### config.mk
export PLATFORM = sky130hd
export DESIGN_NAME = sysio_axil_bridge
export DESIGN_NICKNAME = d
export VERILOG_FILES = /design/src/rtl/sysio_axil_bridge_pkg.sv /design/src/rtl/sysio_axil_bridge_slot_dec.sv /design/src/rtl/sysio_axil_bridge.sv
export SDC_FILE = /design/constraint.sdc
export NUM_CORES = 1
export LEC_CHECK = 0
export ABC_AREA = 0
export CAP_MARGIN = 20
export CORE_AREA = 2 2 293 295
export CTS_CLUSTER_DIAMETER = 200
export DETAILED_ROUTE_END_ITERATION = 7
export DIE_AREA = 0 0 295 297
export DONT_BUFFER_PORTS = 1
export PLACE_DENSITY_LB_ADDON = 0.1
export SKIP_LAST_GASP = 1
export SLEW_MARGIN = 20
export SYNTH_ARGS = -nofsm -noshare
export SYNTH_HDL_FRONTEND = slang
export SYNTH_HIERARCHICAL = 1
export SYNTH_SLANG_ARGS = --single-unit
### constraint.sdc
create_clock -name clk -period 1.5 [get_ports clk]
set_input_delay 0.15 -clock clk [delete_from_list [all_inputs] [get_ports clk]]
set_output_delay 0.15 -clock clk [all_outputs]
set_load 0.05 [all_outputs]
### src/rtl/sysio_axil_bridge_pkg.sv
// Shared constants and types for the sysio AXI4-Lite bridge.
// Includes the response codes, the bus widths and the read FSM state encoding.
package sysio_axil_bridge_pkg;

  localparam int DATA_W = 32;
  localparam int STRB_W = DATA_W / 8;
  localparam int IDX_W  = 4;

  localparam logic [1:0] RESP_OKAY   = 2'b00;
  localparam logic [1:0] RESP_DECERR = 2'b11;

  typedef enum logic [1:0] {
    R_IDLE = 2'd0,
    R_CAP  = 2'd1,
    R_RESP = 2'd2
  } rd_state_t;

  function automatic logic [1:0] resp_of(input logic mapped);
    return mapped ? RESP_OKAY : RESP_DECERR;
  endfunction

endpackage

### src/rtl/sysio_axil_bridge_slot_dec.sv
// Slot decoder: turns a 4-bit slot index into a one-hot peripheral select.
// Slots past NUM_SLOT or with a clear SLOT_EN bit yield all-zero and mapped=0.
module sysio_slot_dec
  import sysio_axil_bridge_pkg::*;
#(
  parameter int          NUM_SLOT = 16,
  parameter logic [15:0] SLOT_EN  = 16'hFFFF
) (
  input  logic [IDX_W-1:0]    i_idx,
  output logic [NUM_SLOT-1:0] o_onehot,
  output logic                o_mapped
);

  for (genvar k = 0; k < NUM_SLOT; k++) begin : g_slot
    assign o_onehot[k] = SLOT_EN[k] && (i_idx == IDX_W'(k));
  end

  assign o_mapped = |o_onehot;

endmodule

### src/rtl/sysio_axil_bridge.sv
// AXI4-Lite slave fanning one bus port out to NUM_SLOT sysio peripheral register ports.
// Independent AW/W capture with a real B channel; registered read data via a 3-state FSM.
//
// state  | meaning
// R_IDLE | arready high, waiting for an AR handshake (p_rd pulses on it)
// R_CAP  | peripheral presents data this cycle; rdata/rresp are captured
// R_RESP | rvalid high, rdata/rresp held until rready
module sysio_axil_bridge
  import sysio_axil_bridge_pkg::*;
#(
  parameter int          NUM_SLOT = 16,
  parameter int          SEL_LSB  = 8,
  parameter logic [15:0] SLOT_EN  = 16'hFFFF,
  parameter int          ADDR_W   = 32
) (
  input  logic                       clk,
  input  logic                       rst_n,
  input  logic [ADDR_W-1:0]          s_awaddr,
  input  logic                       s_awvalid,
  output logic                       s_awready,
  input  logic [DATA_W-1:0]          s_wdata,
  input  logic [STRB_W-1:0]          s_wstrb,
  input  logic                       s_wvalid,
  output logic                       s_wready,
  output logic [1:0]                 s_bresp,
  output logic                       s_bvalid,
  input  logic                       s_bready,
  input  logic [ADDR_W-1:0]          s_araddr,
  input  logic                       s_arvalid,
  output logic                       s_arready,
  output logic [DATA_W-1:0]          s_rdata,
  output logic [1:0]                 s_rresp,
  output logic                       s_rvalid,
  input  logic                       s_rready,
  output logic [SEL_LSB-1:0]         p_waddr,
  output logic [DATA_W-1:0]          p_wdata,
  output logic [STRB_W-1:0]          p_sel,
  output logic [NUM_SLOT-1:0]        p_we,
  output logic [SEL_LSB-1:0]         p_raddr,
  output logic [NUM_SLOT-1:0]        p_rd,
  input  logic [DATA_W*NUM_SLOT-1:0] p_rdata
);

  localparam int OFF_W = SEL_LSB - 2;

  // Held low through reset and for one clock after, so no ready is seen during reset.
  logic r_live;

  logic                r_aw_full;
  logic [IDX_W-1:0]    r_aw_idx;
  logic [OFF_W-1:0]    r_aw_off;
  logic                r_w_full;
  logic [DATA_W-1:0]   r_wdata;
  logic [STRB_W-1:0]   r_wstrb;
  logic                r_bvalid;
  logic [1:0]          r_bresp;

  logic                w_aw_hs;
  logic                w_w_hs;
  logic                w_issue;
  logic [NUM_SLOT-1:0] w_aw_onehot;
  logic                w_aw_mapped;

  rd_state_t           r_state;
  rd_state_t           w_state_nxt;
  logic                w_ar_hs;
  logic                w_rd_cap;
  logic [IDX_W-1:0]    w_ar_idx;
  logic [NUM_SLOT-1:0] w_ar_onehot;
  logic                w_ar_mapped;
  logic [NUM_SLOT-1:0] r_rd_onehot;
  logic                r_rd_mapped;
  logic [DATA_W-1:0]   r_rdata;
  logic [1:0]          r_rresp;
  logic [DATA_W-1:0]   w_rd_mux;

  logic                w_unused_addr;

  always_ff @(posedge clk or negedge rst_n) begin
    if (!rst_n) r_live <= 1'b0;
    else        r_live <= 1'b1;
  end

  // ---------------- write path ----------------
  assign s_awready = r_live & ~r_aw_full;
  assign s_wready  = r_live & ~r_w_full;
  assign w_aw_hs   = s_awvalid & s_awready;
  assign w_w_hs    = s_wvalid & s_wready;
  assign w_issue   = r_aw_full & r_w_full & ~r_bvalid;

  sysio_slot_dec #(
    .NUM_SLOT (NUM_SLOT),
    .SLOT_EN  (SLOT_EN)
  ) u_aw_dec (
    .i_idx    (r_aw_idx),
    .o_onehot (w_aw_onehot),
    .o_mapped (w_aw_mapped)
  );

  always_ff @(posedge clk or negedge rst_n) begin
    if (!rst_n) begin
      r_aw_full <= 1'b0;
      r_aw_idx  <= '0;
      r_aw_off  <= '0;
      r_w_full  <= 1'b0;
      r_wdata   <= '0;
      r_wstrb   <= '0;
      r_bvalid  <= 1'b0;
      r_bresp   <= RESP_OKAY;
    end else begin
      if (w_aw_hs) begin
        r_aw_full <= 1'b1;
        r_aw_idx  <= s_awaddr[SEL_LSB+IDX_W-1:SEL_LSB];
        r_aw_off  <= s_awaddr[SEL_LSB-1:2];
      end else if (w_issue) begin
        r_aw_full <= 1'b0;
      end

      if (w_w_hs) begin
        r_w_full <= 1'b1;
        r_wdata  <= s_wdata;
        r_wstrb  <= s_wstrb;
      end else if (w_issue) begin
        r_w_full <= 1'b0;
      end

      if (w_issue) begin
        r_bvalid <= 1'b1;
        r_bresp  <= resp_of(w_aw_mapped);
      end else if (r_bvalid && s_bready) begin
        r_bvalid <= 1'b0;
      end
    end
  end

  assign s_bvalid = r_bvalid;
  assign s_bresp  = r_bresp;
  assign p_we     = w_issue ? w_aw_onehot : '0;
  assign p_waddr  = {r_aw_off, 2'b00};
  assign p_wdata  = r_wdata;
  assign p_sel    = r_wstrb;

  // ---------------- read path ----------------
  assign w_ar_idx = s_araddr[SEL_LSB+IDX_W-1:SEL_LSB];
  assign w_ar_hs  = s_arvalid & s_arready;

  sysio_slot_dec #(
    .NUM_SLOT (NUM_SLOT),
    .SLOT_EN  (SLOT_EN)
  ) u_ar_dec (
    .i_idx    (w_ar_idx),
    .o_onehot (w_ar_onehot),
    .o_mapped (w_ar_mapped)
  );

  always_ff @(posedge clk or negedge rst_n) begin
    if (!rst_n) r_state <= R_IDLE;
    else        r_state <= w_state_nxt;
  end

  always_comb begin
    w_state_nxt = r_state;
    s_arready   = 1'b0;
    s_rvalid    = 1'b0;
    w_rd_cap    = 1'b0;
    case (r_state)
      R_IDLE: begin
        s_arready = r_live;
        if (s_arvalid && r_live) w_state_nxt = R_CAP;
      end
      R_CAP: begin
        w_rd_cap    = 1'b1;
        w_state_nxt = R_RESP;
      end
      R_RESP: begin
        s_rvalid = 1'b1;
        if (s_rready) w_state_nxt = R_IDLE;
      end
      default: w_state_nxt = R_IDLE;
    endcase
  end

  assign p_rd    = w_ar_hs ? w_ar_onehot : '0;
  assign p_raddr = {s_araddr[SEL_LSB-1:2], 2'b00};

  // An unmapped read leaves the one-hot empty, so the mux itself returns zero.
  always_comb begin
    w_rd_mux = '0;
    for (int k = 0; k < NUM_SLOT; k++) begin
      w_rd_mux = w_rd_mux | (p_rdata[k*DATA_W +: DATA_W] & {DATA_W{r_rd_onehot[k]}});
    end
  end

  always_ff @(posedge clk or negedge rst_n) begin
    if (!rst_n) begin
      r_rd_onehot <= '0;
      r_rd_mapped <= 1'b0;
      r_rdata     <= '0;
      r_rresp     <= RESP_OKAY;
    end else begin
      if (w_ar_hs) begin
        r_rd_onehot <= w_ar_onehot;
        r_rd_mapped <= w_ar_mapped;
      end
      if (w_rd_cap) begin
        r_rdata <= w_rd_mux;
        r_rresp <= resp_of(r_rd_mapped);
      end
    end
  end

  assign s_rdata = r_rdata;
  assign s_rresp = r_rresp;

  assign w_unused_addr = &{1'b0, s_awaddr[ADDR_W-1:SEL_LSB+IDX_W], s_awaddr[1:0],
                           s_araddr[ADDR_W-1:SEL_LSB+IDX_W], s_araddr[1:0]};

endmodule
* Yosys cells after proc, flatten, opt, wreduce, memory -nomap -nowiden
Index checks and enable logic that the tools add are counted.
** Cells by class
- Mux-type cells :: 15
- Equal/unequal tests :: 34
- Reduce and logical (&&, ||, !) cells :: 11
- Bitwise operators :: 41
** Operators with widths (count)
- bitwise AND 32 bit :: 16
- OR 32 bit :: 15
- == test 4 bit, second input constant :: 16
- == test 4 x 3 -> 1 bit, second input constant :: 8
- two-way mux 16 bit :: 2
- OR reduction 16 bit :: 2
- == test 4 x 2 -> 1 bit, second input constant :: 4
- == test 4 x 1 -> 1 bit, second input constant :: 2
- logical NOT 4 bit :: 2
- two-way mux 1 bit :: 8
- two-way mux 2 bit :: 4
- bitwise AND 1 bit :: 7
- case mux 2 bit (3 select lines) :: 1
- nonzero test 2 bit :: 3
- != test 2 bit, second input constant :: 2
- NOT 1 bit :: 3
- == test 2 x 1 -> 1 bit, second input constant :: 1
- == test 2 bit, second input constant :: 1
- logical AND 1 bit :: 2
- logical NOT 2 bit :: 1
- AND reduction 2 bit :: 1
** Storage, ports and cells
- Input bits :: 619
- Word-level logic and storage cells :: 115
- Register bits :: 105
- Output and inout bits :: 125

* Logic depth before layout (Yosys ltp)
Gate-level depths: netlist of the first run.
- Depth in word-level cells :: 16
- Depth in mapped cells :: 6
- Depth with buffers taken out :: 4

* By module
The synthesis of the first run kept the hierarchy.
** Modules (own cells, without submodules)
- sysio_axil_bridge :: seq. area each 2577.5 um2, cells each 665, times used 1, area each 6976.7 um2
- sysio_slot_dec :: seq. area each 0.0 um2, cells each 22, times used 2, area each 237.7 um2

* Least setup slack after synthesis of the first run
OpenSTA, ideal clock, no wires.
- Kind :: register -> register
- Start point :: register r_aw_full
- End point :: register r_aw_idx[0]
- Arrival :: 1753 ps
- Path slack :: -378 ps
- Buffers on the path :: 1
- Cell stages (with the launch flop) :: 5
- Clock period less this slack :: 1878 ps
- Setup time :: 125 ps
- Required time :: 1375 ps
- Path through :: dfrtp_1 > nor2b_1 > nand2_1 > buf_2 > mux2_2
** Between the ends
- Cells in the longest elaborated chain, start to end :: 3
** Ends and longest elaborated chain
- from (decl) :: line sysio_axil_bridge.sv:49 : logic r_aw_full;
- from (signal assigned) :: line sysio_axil_bridge.sv:102 : r_aw_full <= 1'b0;
- from (signal assigned) :: line sysio_axil_bridge.sv:112 : r_aw_full <= 1'b1;
- from (signal assigned) :: line sysio_axil_bridge.sv:116 : r_aw_full <= 1'b0;
- NOT 1 bit :: line sysio_axil_bridge.sv:85 : assign s_awready = r_live & ~r_aw_full;
- bitwise AND 1 bit :: line sysio_axil_bridge.sv:85
- named net s_awready :: line sysio_axil_bridge.sv:20 : output logic s_awready,
- bitwise AND 1 bit :: line sysio_axil_bridge.sv:87 : assign w_aw_hs = s_awvalid & s_awready;
- to (signal assigned) :: line sysio_axil_bridge.sv:113 : r_aw_idx <= s_awaddr[SEL_LSB+IDX_W-1:SEL_LSB];
- to (decl) :: line sysio_axil_bridge.sv:50 : logic [IDX_W-1:0] r_aw_idx;
The timed path passes the listed nets, and every way through them passes these cells.
A chain may end at the register's enable or synchronous reset.

* Worst setup path in the final report of the first run
- Start point :: register r_rd_onehot[2]
- End point :: register r_rdata[4], in the netlist s_rdata[4]
** Between the ends
- Cells in the longest elaborated chain, start to end :: 15
** Ends and longest elaborated chain
- from (decl) :: line sysio_axil_bridge.sv:71 : logic [NUM_SLOT-1:0] r_rd_onehot;
- from (signal assigned) :: line sysio_axil_bridge.sv:202 : r_rd_onehot <= w_ar_onehot;
- bitwise AND 32 bit :: line sysio_axil_bridge.sv:190 : w_rd_mux = w_rd_mux | (p_rdata[k*DATA_W +: DATA_W] & {DATA_W{r_rd_onehot[k]}});
- OR 32 bit (14 in a row) :: line sysio_axil_bridge.sv:190
- to (signal assigned) :: line sysio_axil_bridge.sv:206 : r_rdata <= w_rd_mux;
- to (decl) :: line sysio_axil_bridge.sv:73 : logic [DATA_W-1:0] r_rdata;
No other way between the ends.

==> impl_metrics.toml, run 1 <==
[job]
max-cap-violations = 0

[power]
irDropWorstVdd_mv = 0.574
p_per_area_nw_per_um2 = 1450
leakage_nw = 5.20

[floorplan]
initial_utilization = 0.0882
fp.dieH_um = 297
coreArea_um2 = 84500
die_area_um2 = 87600
rows = 107
io_pins = 744
fp.dieW_um = 295

[critical_path]
critPathArrivalTime_ps = 2130
end_kind = "register"
critPathLaunchType = "register"
path_max_fanout = 7
path_class = "reg2reg"
worst_ep_required_time_ps = 1790

[sta]
fin_crit_sh = 1.23
fin_skew_ps = 21.3
rsz0062_at_grt = "yes"
fin_crit_ps = 1850
setup_viol = 83
fmax_ghz = 0.541
fin_hold_ws_ps = -552
fin_ws_ps = -347
hold_violations = 103
tightest_slew_ps = 642
relSlewSlack = 0.572
drv_slew = 0
fin_tns_setup_ps = -16440

[cts]
clkTransAtPathRegs_ps = 100
clk_latency_ps = 400
ctsHoldBuffers = 48
cts_made_buffers = 9
cts_tree = "yes"
cts_buffer_depth = 2
cts.sinks = 103
htreeDepth = 3
clockRootBuffer = "clkbuf_16"

[layout]
nFillCells = 9444
seqCellArea_um2 = 2610
multi_input_area_um2 = 5500
area_growth_pct = 82.7
final_cells = 2110
nets = 1571
utilization = 0.161
final_layout_size_suffix_gt1_frac = 0.576
design_area_um2 = 13600

[grt]
antenna_found_initial = 21
gr-total-overflow = 0
grt_pass1_vias = 8783
grtUsageTotal = 0.148
grt_max_degree = 104
grt_pass1_wl_um = 85700

[routing]
via_per_inst = 3.96
wl_per_cell_um = 34.9
via_count = 8362
wl_um = 73600
drc = 0
drt_pass1_iterations = 5
postRouteAntennaNets = 0
drtIter0Drc = 563

[place]
dpl_cell_area_um2 = 10600
dp_hpwl_um = 52800
gp_congestion = 0.861
io_buffers = 0
dp.cells = 1971

[status]
violations = "hold timing, setup timing"
run_status = "complete, but fails checks"

[yosys]
synth_common_cells = "a221oi_1, a22o_1, dfrtp_1, mux2_2, buf_2"
synth-async-reset-ratio = 1.00
synth_top_flop_cell = "dfrtp_1"
synth_top_cell_by_area = "dfrtp_1"
synthTopCellsByArea = "dfrtp_1, a221oi_1, a22o_1, mux2_2, and4_1"
synth_top_area_frac = 0.346
ys_seq_elements = 103
synth-edff-count = 0
syn_area_um2 = 7450
postSynthCellCount = 709
yosysWarnings = 6
synth.avg_cell_area_um2 = 10.5
synth.distinct_cells = 33
ys_seq_area_frac = 0.346

[min_path]
hold_class = "in2async"
-- through the flow --
step | power, mW | setup slack (ps)
floorplan | 11.3 | -12.2
global placement | 15.4 | -905
detailed placement | 15.4 | -925
CTS | 19.5 | -377
global route | 20.9 | -406
finish | 19.8 | -347
-- layer usage --
| metal | GRT usage | up-vias | share of wire |
|---|---|---|---|
| li1 | - | 3436 | - |
| met1 | 0.178 | 4232 | 0.40 |
| met2 | 0.246 | 579 | 0.48 |
| met3 | 0.0447 | 103 | 0.076 |
| met4 | 0.0576 | 12 | 0.034 |
| met5 | 0 | - | 0.0011 |
-- cells by family after synthesis --
logic type             Yosys count  share of synthesized area
multiplexers                    63                     0.0997
flip-flops                     103                      0.346
AO/OA/AOI/OAI                  294                      0.326
other                            4                    0.00201
buffers and inverters          104                     0.0809
AND/OR/NAND/NOR                141                      0.145
-- cell usage in the layout, fill, tap and decap left out, types with 31 or more instances in the layout --
cell type	n
buf_4	166
a221oi_2	68
dfrtp_1	80
buf_6	33
mux2_4	32
a221oi_1	38
buf_12	61
nand2_1	36
mux2_2	31
a22o_1	116
dlygate4sd3_1	48
o21ai_1	32
-- final timing paths --
check	start	end	slack (ps)	cells after the start
setup / recovery	r_rd_onehot[2]	s_rdata[4]	-350	6
setup reg to reg	r_rd_onehot[2]	s_rdata[4]	-350	6
hold / removal	rst_n	p_wdata[13]	-550	0
max in group asynchronous	rst_n	r_rd_onehot[11]	1740	0
hold reg to reg	r_rd_mapped	s_rresp[0]	460	1
min in group clk	s_wvalid	r_w_full	60	3
-- flip-flops by register name, indices dropped and copies added (netlist names), 2 cells and up --
register,flops
r_aw_idx,4
r_aw_off,6
s_rdata,32
r_rd_onehot,16
p_wdata,32
r_state,2
p_sel,4
-- where the power goes --
group	switching (mW)	internal [mW]	total, mW
clock	1.47	1.23	2.70
combinational	7.43	4.64	12.1
sequential	1.10	3.91	5.02
total	10.0	9.78	19.8
-- layout make-up --
cell class              count  share of cell area
multi-input cells         505               0.404
repair buffers            330               0.275
flip-flops and latches    103               0.192
well taps                1144               0.105
clock buffers              10              0.0176
clock inverters             6             0.00423
diodes                      9             0.00165
inverters                   3            0.000827
-- what timing repair did --
| item | in CTS | in global routing |
|---|---|---|
| endpoints found under the setup margin | 114 | 98 |
| cloned | 7 | 12 |
| hold endpoints to repair | 151 | 103 |
| gates resized for setup | 193 | 71 |
| buffers inserted | 32 | 25 |
| pin swaps | 47 | 47 |
-- worst max-delay path: stages (launching register included) --
cell and delay, ps:
dfrtp_2 490, buf_12 170, a22o_4 250, a221oi_4 390
buf_6 180, and4_1 180, o21ai_1 50
(Power assumes the default switching activity.)
==> inputs of run 2 (changes only) <==
Settings changed: CTS_CLUSTER_SIZE set to 16.
==> results of run 2 <==
Final layout, timing and power as in run 1 (identical DEF).
==> inputs of run 3 (changes only) <==
Settings changed: SLEW_MARGIN 20 to not set.
==> results of run 3 <==
Final layout, timing and power as in run 1 (identical DEF).
